[config.mk]
export PLATFORM = sky130hd
export DESIGN_NAME = arb2_mux_sel_flat
export DESIGN_NICKNAME = d
export VERILOG_FILES = /design/src/rtl/arb2_mux_sel_if.sv /design/src/rtl/arb2_mux_sel.sv /design/src/flat_wrapper.sv
export SDC_FILE = /design/constraint.sdc
export NUM_CORES = 1
export LEC_CHECK = 0
export CORE_AREA = 8 8 45 47
export DETAILED_ROUTE_END_ITERATION = 8
export DIE_AREA = 0 0 53 55
export DONT_BUFFER_PORTS = 1
export PLACE_DENSITY = 0.59
export SLEW_MARGIN = 25
export SYNTH_ARGS = -nofsm -noshare
export SYNTH_HDL_FRONTEND = slang
export SYNTH_SLANG_ARGS = --single-unit
[constraint.sdc]
create_clock -name clk -period 3.03 [get_ports clk]
set_input_delay 0.303 -clock clk [delete_from_list [all_inputs] [get_ports clk]]
set_output_delay 0.303 -clock clk [all_outputs]
set_load 0.05 [all_outputs]
[src/rtl/arb2_mux_sel_if.sv]
// Handshake bundle between two requesters, the arbiter and the downstream 2:1 mux.
// When ARB2_LOCK_EN is defined, the bundle also carries the a_last/b_last burst markers.
interface arb2_mux_sel_if #(
  parameter int WIDTH = 8
);
  logic [WIDTH-1:0] a_data;
  logic             a_valid;
  logic             a_ready;
  logic [WIDTH-1:0] b_data;
  logic             b_valid;
  logic             b_ready;
  logic [WIDTH-1:0] out_data;
  logic             out_valid;
  logic             out_ready;
  logic             sel;
`ifdef ARB2_LOCK_EN
  logic             a_last;
  logic             b_last;

  modport master (
    output a_data, a_valid, a_last, b_data, b_valid, b_last, out_ready,
    input  a_ready, b_ready, out_data, out_valid, sel
  );

  modport slave (
    input  a_data, a_valid, a_last, b_data, b_valid, b_last, out_ready,
    output a_ready, b_ready, out_data, out_valid, sel
  );
`else
  modport master (
    output a_data, a_valid, b_data, b_valid, out_ready,
    input  a_ready, b_ready, out_data, out_valid, sel
  );

  modport slave (
    input  a_data, a_valid, b_data, b_valid, out_ready,
    output a_ready, b_ready, out_data, out_valid, sel
  );
`endif
endinterface

[src/rtl/arb2_mux_sel.sv]
// Two-requester round-robin arbiter. It registers the winning beat and publishes
// sel, so the downstream 2:1 mux and out_data stay aligned.
// Optional feature macro ARB2_LOCK_EN: when it is defined, each grant locks onto
// its owner until the owner's accepted beat carries last=1.
module arb2_mux_sel #(
  parameter int WIDTH     = 8,
  parameter bit PRIO_INIT = 1'b0
) (
  input logic          clk,
  input logic          rst,
  arb2_mux_sel_if.slave bus
);

  typedef enum logic [1:0] {IDLE = 2'd0, HOLD_A = 2'd1, HOLD_B = 2'd2} state_t;

  state_t           state_q;
  state_t           state_d;
  logic [WIDTH-1:0] data_p1;
  logic             sel_p1;
  logic             prio_q;
  logic             grant_a;
  logic             grant_b;
  logic             can_accept;
  logic             a_rdy;
  logic             b_rdy;
  logic             vld_p1;
  logic             a_fire;
  logic             b_fire;
  logic             win_last;
`ifdef ARB2_LOCK_EN
  logic             lock_q;
  logic             owner_q;
`endif

  assign can_accept = (state_q == IDLE) | bus.out_ready;
  assign a_fire     = a_rdy;
  assign b_fire     = b_rdy;

  // Grant selection: a held lock wins outright, otherwise round-robin on prio.
  always_comb begin
    grant_a = 1'b0;
    grant_b = 1'b0;
`ifdef ARB2_LOCK_EN
    if (lock_q) begin
      grant_a = ~owner_q & bus.a_valid;
      grant_b =  owner_q & bus.b_valid;
    end else begin
      grant_a = bus.a_valid & (~bus.b_valid | ~prio_q);
      grant_b = bus.b_valid & (~bus.a_valid |  prio_q);
    end
`else
    grant_a = bus.a_valid & (~bus.b_valid | ~prio_q);
    grant_b = bus.b_valid & (~bus.a_valid |  prio_q);
`endif
  end

  // Last-beat marker of the beat being accepted; without locking every beat ends a burst.
  always_comb begin
    win_last = 1'b1;
`ifdef ARB2_LOCK_EN
    win_last = b_fire ? bus.b_last : bus.a_last;
`endif
  end

  // FSM state register.
  always_ff @(posedge clk) begin
    if (rst) state_q <= IDLE;
    else     state_q <= state_d;
  end

  // FSM next state: a new beat loads, a consumed beat with no replacement empties the holder.
  always_comb begin
    state_d = state_q;
    if (a_fire)             state_d = HOLD_A;
    else if (b_fire)        state_d = HOLD_B;
    else if (bus.out_ready) state_d = IDLE;
  end

  // FSM outputs: readies are held low during reset so that no beat is taken while rst is high.
  always_comb begin
    vld_p1 = (state_q != IDLE);
    a_rdy  = ~rst & can_accept & grant_a;
    b_rdy  = ~rst & can_accept & grant_b;
  end

  // Stage p1: capture the winner's payload and id, and mux only on a granted beat.
  always_ff @(posedge clk) begin
    if (rst) begin
      data_p1 <= '0;
      sel_p1  <= 1'b0;
    end else if (a_fire) begin
      data_p1 <= bus.a_data;
      sel_p1  <= 1'b0;
    end else if (b_fire) begin
      data_p1 <= bus.b_data;
      sel_p1  <= 1'b1;
    end
  end

  // Round-robin pointer (and lock ownership): favour the loser once a burst ends.
  always_ff @(posedge clk) begin
    if (rst) begin
      prio_q  <= PRIO_INIT;
`ifdef ARB2_LOCK_EN
      lock_q  <= 1'b0;
      owner_q <= 1'b0;
`endif
    end else if (a_fire | b_fire) begin
      if (win_last) prio_q <= ~b_fire;
`ifdef ARB2_LOCK_EN
      lock_q  <= ~win_last;
      owner_q <= b_fire;
`endif
    end
  end

  assign bus.a_ready   = a_rdy;
  assign bus.b_ready   = b_rdy;
  assign bus.out_valid = vld_p1;
  assign bus.out_data  = data_p1;
  assign bus.sel       = sel_p1;

endmodule

[src/flat_wrapper.sv]
// flat-port wrapper written by rule: the top's interface ports become plain ports
module arb2_mux_sel_flat 
#(
  parameter int WIDTH     = 8,
  parameter bit PRIO_INIT = 1'b0
)
  (clk, rst, bus_a_data, bus_a_valid, bus_b_data, bus_b_valid, bus_out_ready, bus_a_ready, bus_b_ready, bus_out_data, bus_out_valid, bus_sel);
  arb2_mux_sel_if #(.WIDTH(WIDTH)) bus_i ();
  input logic clk;
  input logic rst;
  input wire logic [$bits(bus_i.a_data)-1:0] bus_a_data;
  input wire logic [$bits(bus_i.a_valid)-1:0] bus_a_valid;
  input wire logic [$bits(bus_i.b_data)-1:0] bus_b_data;
  input wire logic [$bits(bus_i.b_valid)-1:0] bus_b_valid;
  input wire logic [$bits(bus_i.out_ready)-1:0] bus_out_ready;
  output wire logic [$bits(bus_i.a_ready)-1:0] bus_a_ready;
  output wire logic [$bits(bus_i.b_ready)-1:0] bus_b_ready;
  output wire logic [$bits(bus_i.out_data)-1:0] bus_out_data;
  output wire logic [$bits(bus_i.out_valid)-1:0] bus_out_valid;
  output wire logic [$bits(bus_i.sel)-1:0] bus_sel;
  assign bus_i.a_data = bus_a_data;
  assign bus_i.a_valid = bus_a_valid;
  assign bus_i.b_data = bus_b_data;
  assign bus_i.b_valid = bus_b_valid;
  assign bus_i.out_ready = bus_out_ready;
  assign bus_a_ready = bus_i.a_ready;
  assign bus_b_ready = bus_i.b_ready;
  assign bus_out_data = bus_i.out_data;
  assign bus_out_valid = bus_i.out_valid;
  assign bus_sel = bus_i.sel;
  arb2_mux_sel #(.WIDTH(WIDTH), .PRIO_INIT(PRIO_INIT)) u_core (.clk(clk), .rst(rst), .bus(bus_i));
endmodule
==> results.sh <==
export IMPL_status="complete, no violations"
export IMPL_min_from="rst"
export IMPL_vdd_drop_max_uv=375
export IMPL_r2r_slack_ns=1.44
export IMPL_tns_ns=0
export IMPL_cp_data_required_time_ns=2.73
export IMPL_finalCritPeriodShare_pct=61.6
export IMPL_grt_pass1_wl_mm=2.35
export IMPL_io_pins=33
export IMPL_maxCapViolations=0
export IMPL_seq_area_um2=240
export IMPL_hpwl_mm=1.13
export IMPL_ys_seq_area_share_pct=40.9
export IMPL_start_kind="register"
export IMPL_ys_ff_latch=12
export IMPL_port_buffers=0
export IMPL_period_minus_slack_ns=1.87
export IMPL_endpoint_kind="output port"
export IMPL_post_cts_buffers=0
export IMPL_cts_tree="yes"
export IMPL_tightestPinTransition_ns=0.837
export IMPL_antenna_found_initial=0
export IMPL_synth_nets=83
export IMPL_ys_flop_type="dfxtp_1"
export IMPL_multi_input_area_um2=287
export IMPL_cts_repair_resized=0
export IMPL_std_cell_rows=14
export IMPL_place_congestion=0.726
export IMPL_r2r_end="u_core.bus.out_data[4]"
export IMPL_avgRoutedWirePerCell_um=19.1
export IMPL_clkTransAtPathRegs_ns=0.08
export IMPL_hold_path_class="input pin to register"
export IMPL_finalWirelength_mm=1.51
export IMPL_numCtsBuffers=3
export IMPL_yosys_warnings=0
export IMPL_grt_overflow_total=0
export IMPL_totalPowerFinal_mw=0.428
export IMPL_stdcell_area_um2=628
export IMPL_skew_ns=0.00465
export IMPL_min_to="u_core.bus.out_data[1]"
export IMPL_ys_types=24
export IMPL_drc=0
export IMPL_layout_nets=85
export IMPL_max_freq_mhz=535
export IMPL_drtIter0Drc=6
export IMPL_die_width_um=53
export IMPL_synth_edff_count=0
export IMPL_syn_cell_area_um2=587
export IMPL_syn_avg_cell_area_um2=9.46
export IMPL_grt_pass1_vias=496
export IMPL_placed_cells=75
export IMPL_cts_root_buf="clkbuf_4"
export IMPL_critPathKind="register to output port"
export IMPL_via_per_inst=6.18
export IMPL_relSlewSlack_pct=43.9
export IMPL_synth_top_area_share_pct=40.9
export IMPL_reg2reg_depth=3
export IMPL_layoutNonFillerInstCount=79
export IMPL_n_antenna_cell=0
export IMPL_placed_area_um2=592
export IMPL_htreeDepth=1
export IMPL_mostFrequentLayoutCell="dfxtp_1"
export IMPL_via_count=488
export IMPL_hold_buffers=0
export IMPL_die_h_um=55
export IMPL_grt_use_total_pct=11.3
export IMPL_yosys_area_top_type="dfxtp_1"
export IMPL_firstDrtPassIters=4
export IMPL_r2r_start="u_core.state_q[1]"
export IMPL_synth_cells=62
export IMPL_rsz0062_at_grt="false"
export IMPL_crit_path_max_fanout=10
export IMPL_drv_slew=0
export IMPL_final_hold_violation_count=0
export IMPL_finalSetupViolCount=0
export IMPL_clock_latency_ns=0.28
export IMPL_cts_buffer_depth=2
export IMPL_final_cell_mix="dfxtp_1 (12), inv_1 (10), o32ai_1 (7), a221oi_1 (7), a21oi_1 (4)"
export IMPL_area_growth_synth_to_final_pct=7.04
export IMPL_die_area_mm2=0.00292
export IMPL_synth_area_leaders="dfxtp_1 (41%), a221oi_1 (10%), o32ai_1 (10%)"
export IMPL_async_flop_share_pct=0
export IMPL_start_util_pct=42.4
export IMPL_cts_sinks=12
export IMPL_power_density_mw_per_mm2=681
export IMPL_leakage_nw=0.233
export IMPL_final_antenna_net_count=0
export IMPL_core_area_mm2=0.00138
export IMPL_grt_max_degree=15
export IMPL_drive_above_1_share_pct=19.0
export IMPL_n_fill_cell=151
export IMPL_arrival_ns=1.56
export IMPL_holdPathStages=1
[layout make-up]
cell class | instances | area share, %
sequential | 12 | 38.2
tap | 16 | 3.19
clock buffer | 4 | 5.78
inverter | 10 | 5.98
multi-input combinational | 36 | 45.6
timing repair buffer | 1 | 1.20
[worst max path at each step]
stage / from / to / slack, ns / depth (start not counted)
finish: u_core.prio_q / bus_a_ready / 1.16 / 2
global route: u_core.state_q[1] / bus_b_ready / 1.04 / 4
CTS: u_core.prio_q / bus_a_ready / 1.15 / 2
detailed placement: u_core.prio_q / bus_a_ready / 1.45 / 2
global placement: u_core.prio_q / bus_a_ready / 1.46 / 2
floorplan: u_core.prio_q / bus_a_ready / 1.04 / 3
[stage by stage]
stage | hold WS, ns | util, % | worst slack, ns
after global routing | 0.0724 | 45.4 | 1.04
after detailed placement | 0.374 | 42.8 | 1.45
after floorplan | 0.382 | - | 1.04
final | 0.0722 | 45.4 | 1.16
after global placement | 0.375 | 42.8 | 1.46
after CTS | 0.0752 | 45.4 | 1.15
[kinds of logic after synthesis]
kind of cell / count (synthesis) / share of synthesized area [%]
compound gates: 26 / 38.2
buf+inv: 14 / 11.1
flops: 12 / 40.9
simple gates: 10 / 9.81
[synthesized netlist by cell type (2+ instances only)]
| cell | number |
|---|---|
| a21oi_1 | 4 |
| a221oi_1 | 7 |
| dfxtp_1 | 12 |
| inv_1 | 10 |
| nand2b_1 | 3 |
| nand3_1 | 2 |
| o32ai_1 | 7 |
[flip-flops by register name, summed over array words and instances (netlist names)]
register,flops
u_core.prio_q,1
u_core.bus.out_data,8
u_core.bus.sel,1
u_core.state_q,2
[routing by layer]
metal	GRT usage, %	vias up	wire, um
li1	-	238	-
met1	10.6	226	577
met2	17.8	19	679
met3	7.49	5	210
met4	7.76	0	41
met5	0	-	0
[critical path, stage by stage (launching register included)]
cell,delay (ns)
dfxtp_1,0.34
a21bo_2,0.28
nor3_2,0.66
[report_power, final]
group	internal [mW]	switching (mW)	leakage (nW)
Clock	0.0732	0.0596	0.0210
Combinational	0.0257	0.0408	0.112
Sequential	0.174	0.0550	0.0999
Total	0.273	0.155	0.233
Power figures use the tool's default switching activity.
==> variant 1 (same settings) <==
`WIDTH` is set to 8 in 3 places; all go to 10.
--- a/src/rtl/arb2_mux_sel_if.sv
+++ b/src/rtl/arb2_mux_sel_if.sv
@@ -2,5 +2,5 @@
 // When ARB2_LOCK_EN is defined, the bundle also carries the a_last/b_last burst markers.
 interface arb2_mux_sel_if #(
-  parameter int WIDTH = 8
+  parameter int WIDTH = 10
 );
   logic [WIDTH-1:0] a_data;
--- a/src/rtl/arb2_mux_sel.sv
+++ b/src/rtl/arb2_mux_sel.sv
@@ -4,5 +4,5 @@
 // its owner until the owner's accepted beat carries last=1.
 module arb2_mux_sel #(
-  parameter int WIDTH     = 8,
+  parameter int WIDTH     = 10,
   parameter bit PRIO_INIT = 1'b0
 ) (
--- a/src/flat_wrapper.sv
+++ b/src/flat_wrapper.sv
@@ -2,5 +2,5 @@
 module arb2_mux_sel_flat 
 #(
-  parameter int WIDTH     = 8,
+  parameter int WIDTH     = 10,
   parameter bit PRIO_INIT = 1'b0
 )
Ports: changed (resized bus_a_data, bus_b_data and bus_out_data); port bits go from 33 to 39. The function was not compared with the original's and may differ.
==> variant 1 against the unedited design <==
Design area up 11%. Cell count rose by 10%. Area after synthesis increased by 12%. First-iteration DRC count increased by 50%. Setup slack better by 0.038 ns. Critical path depth rose by 1. Routed wire length increased by 15%. Count of clock-buffer cells in the layout did not move. Power up 12%. Sequential cell count is 2 higher.
==> variant 1: results <==
INSERT INTO impl_metrics (metric_group, metric, value, unit) VALUES
('run_status', 'outcome', 'finished, final reports clean', ''),
('pwr', 'p_leak', '0.263', 'nW'),
('placed_design', 'place.detailed.instances', '83', ''),
('worst_setup_path', 'slowest_delay', '0.56', 'ns'),
('worst_setup_path', 'rr_endpoint', 'u_core.bus.sel', ''),
('drt', 'drt-initial-drc-count', '9', ''),
('synthesis', 'synth_common_cells', 'dfxtp_1 (14), inv_1 (11), a221oi_1 (10), o32ai_1 (10), nand2b_1 (4)', ''),
('grt', 'grt_use_total', '11.7', '%'),
('worst_setup_path', 'signal_arrival_time_at_the_worst_endpoint', '1.53', 'ns'),
('layout', 'largest_register_ff_count', '10', ''),
('grt', 'grt_start_max_net_pins', '17', ''),
('placed_design', 'place.detailed.hpwl', '1270', 'um'),
('sta', 'fin_hold_ws', '0.0800', 'ns'),
('worst_hold_path', 'hold_path_end', 'u_core.state_q[0]', ''),
('worst_setup_path', 'timing.critical_path.from', 'u_core.state_q[1]', ''),
('layout', 'num-nets-final', '97', ''),
('synthesis', 'synth_top_cells_by_area', 'dfxtp_1 (43%), a221oi_1 (13%), o32ai_1 (13%)', ''),
('grt', 'grt_first_pass_wirelength', '2550', 'um'),
('drt', 'totalWireLength', '1740', 'um'),
('drt', 'routed-via-count', '562', '');
## variant 1: final cells by class
class | count | share of cell area, %
clock buffers | 4 | 5.20
multi-input cells | 39 | 43.2
inverters | 12 | 6.45
well taps | 16 | 2.87
repair buffers | 2 | 2.15
flip-flops and latches | 14 | 40.1
## variant 1: worst reg2reg max path, cell delays in order (launching register included)
cell,delay [ns]
dfxtp_1,0.34
o21bai_2,0.12
buf_4,0.22
and4_1,0.56
a31o_2,0.18
## variant 1: worst max-delay path by stage
stage / slack, ns / endpoint
after floorplan: 1.24 / bus_a_ready
after global placement: 1.53 / bus_b_ready
after detailed placement: 1.51 / bus_b_ready
after CTS: 1.19 / bus_b_ready
after global routing: 1.09 / bus_b_ready
final: 1.20 / bus_b_ready
## variant 1: per-stage QoR
step                util, %  total power (W)  instance area, um^2
floorplan                 -         0.000338                  658
global placement       47.8         0.000348                  662
finish                 50.5         0.000479                  698
global route           50.5         0.000501                  698
detailed placement     47.8         0.000349                  662
CTS                    50.5         0.000487                  698
## variant 1: kinds of logic after synthesis
family	synth area share, %
buffers and inverters	11.6
flip-flops	42.6
AND/OR/NAND/NOR	9.70
AO/OA/AOI/OAI	36.1
## variant 1: where the power goes
part | internal [W] | switching, W | total (W)
combinational | 0.0000291 | 0.0000442 | 0.0000734
sequential | 0.000203 | 0.0000665 | 0.000269
clock | 0.0000731 | 0.0000629 | 0.000136
## variant 1: per-layer routing
| layer | global-route usage [%] | routed length [um] | vias to the layer above |
|---|---|---|---|
| met3 | 5.61 | 229 | 4 |
| met4 | 6.47 | 17 | 0 |
| met1 | 12.6 | 695 | 263 |
| li1 | - | - | 270 |
| met5 | 0 | 0 | - |
| met2 | 18.6 | 798 | 25 |
==> variant 2 (same settings) <==
Without the edit above. The 3 states of `state_t` get a one-hot encoding in 3 bits.
--- a/src/rtl/arb2_mux_sel.sv
+++ b/src/rtl/arb2_mux_sel.sv
@@ -12,5 +12,5 @@
 );
 
-  typedef enum logic [1:0] {IDLE = 2'd0, HOLD_A = 2'd1, HOLD_B = 2'd2} state_t;
+  typedef enum logic [2:0] {IDLE = 3'b001, HOLD_A = 3'b010, HOLD_B = 3'b100} state_t;
 
   state_t           state_q;
Formal check against the unedited RTL: no difference found for any inputs over 10 cycles, from zero or initial values and one cycle with rst high; not proved beyond that.
==> variant 2 against the unedited design <==
Sequential cell count rose by 1. Routed wire length rose by 0.13%. Design area rose by 11%. Register-to-register slack improved by 0.37 ns. Area after synthesis rose by 17%. Combinational power rose by 35%. Setup slack got worse by 0.28 ns. Synthesized cell count rose by 8.1%. Count of clock-buffer cells in the layout did not move. Power rose by 5.0%. Cell count rose by 5.1%. Fmax fell by 13%.
==> variant 2: results <==
INSERT INTO impl_metrics (metric_group, metric, value, unit) VALUES
('run_status', 'outcome', 'finished, final reports clean', ''),
('synthesis', 'synth.yosys.seq_area_share', '37.9', '%'),
('placed_design', 'place.detailed.hpwl', '1100', 'um'),
('placed_design', 'post_placement_cell_area', '672', 'um^2'),
('pwr', 'clockNetworkPower', '0.000108', 'W'),
('synthesis', 'synth_common_cells', 'dfxtp_1 (13), a21oi_1 (10), a211oi_2 (8), mux2i_1 (8), inv_1 (4)', ''),
('sta', 'fin_hold_ws', '0.0804', 'ns'),
('layout', 'clk_share', '3.76', '%'),
('worst_setup_path', 'signal_arrival_time_at_the_worst_endpoint', '1.84', 'ns'),
('synthesis', 'synth_top_cells_by_area', 'dfxtp_1 (38%), a211oi_2 (15%), mux2i_1 (12%)', ''),
('sta', 'timing_worst_slew_pin_value', '0.918', 'ns'),
('cts', 'cts_num_sinks', '13', ''),
('grt', 'grt_first_pass_wirelength', '2370', 'um'),
('worst_setup_path', 'regToRegSetupSlack', '1.81', 'ns'),
('layout', 'final-seq-area', '260', 'um^2'),
('drt', 'totalWireLength', '1510', 'um'),
('worst_setup_path', 'critical_path.slowest_cell', 'nor2_1', ''),
('worst_hold_path', 'hold_path_end', 'u_core.bus.out_data[2]', ''),
('layout', 'nMultiInputCombCells', '45', ''),
('grt', 'grt_start_max_net_pins', '16', '');
[variant 2: how the worst max path moves through the flow]
stage	start	to	slack [ns]	cells past startpoint
2_1_floorplan	u_core.state_q[2]	bus_b_ready	1.24	3
3_3_place_gp	u_core.state_q[2]	bus_a_ready	1.25	3
3_5_place_dp	u_core.state_q[2]	bus_a_ready	1.22	3
4_1_cts	u_core.state_q[0]	bus_a_ready	0.90	3
5_1_grt	u_core.state_q[0]	bus_a_ready	0.79	3
6_report	u_core.state_q[0]	bus_a_ready	0.88	3
[variant 2: routing by layer]
metal / routed length [um] / global-route usage, % / vias up
li1: - / - / 249
met5: 0 / 0 / -
met3: 183 / 7.49 / 4
met2: 694 / 18.0 / 20
met4: 21 / 5.17 / 0
met1: 611 / 11.1 / 240
[variant 2: stage by stage]
stage	setup WS (ns)	cells
floorplan	1.24	67
global placement	1.25	79
detailed placement	1.22	79
CTS	0.896	83
global route	0.793	83
finish	0.882	83
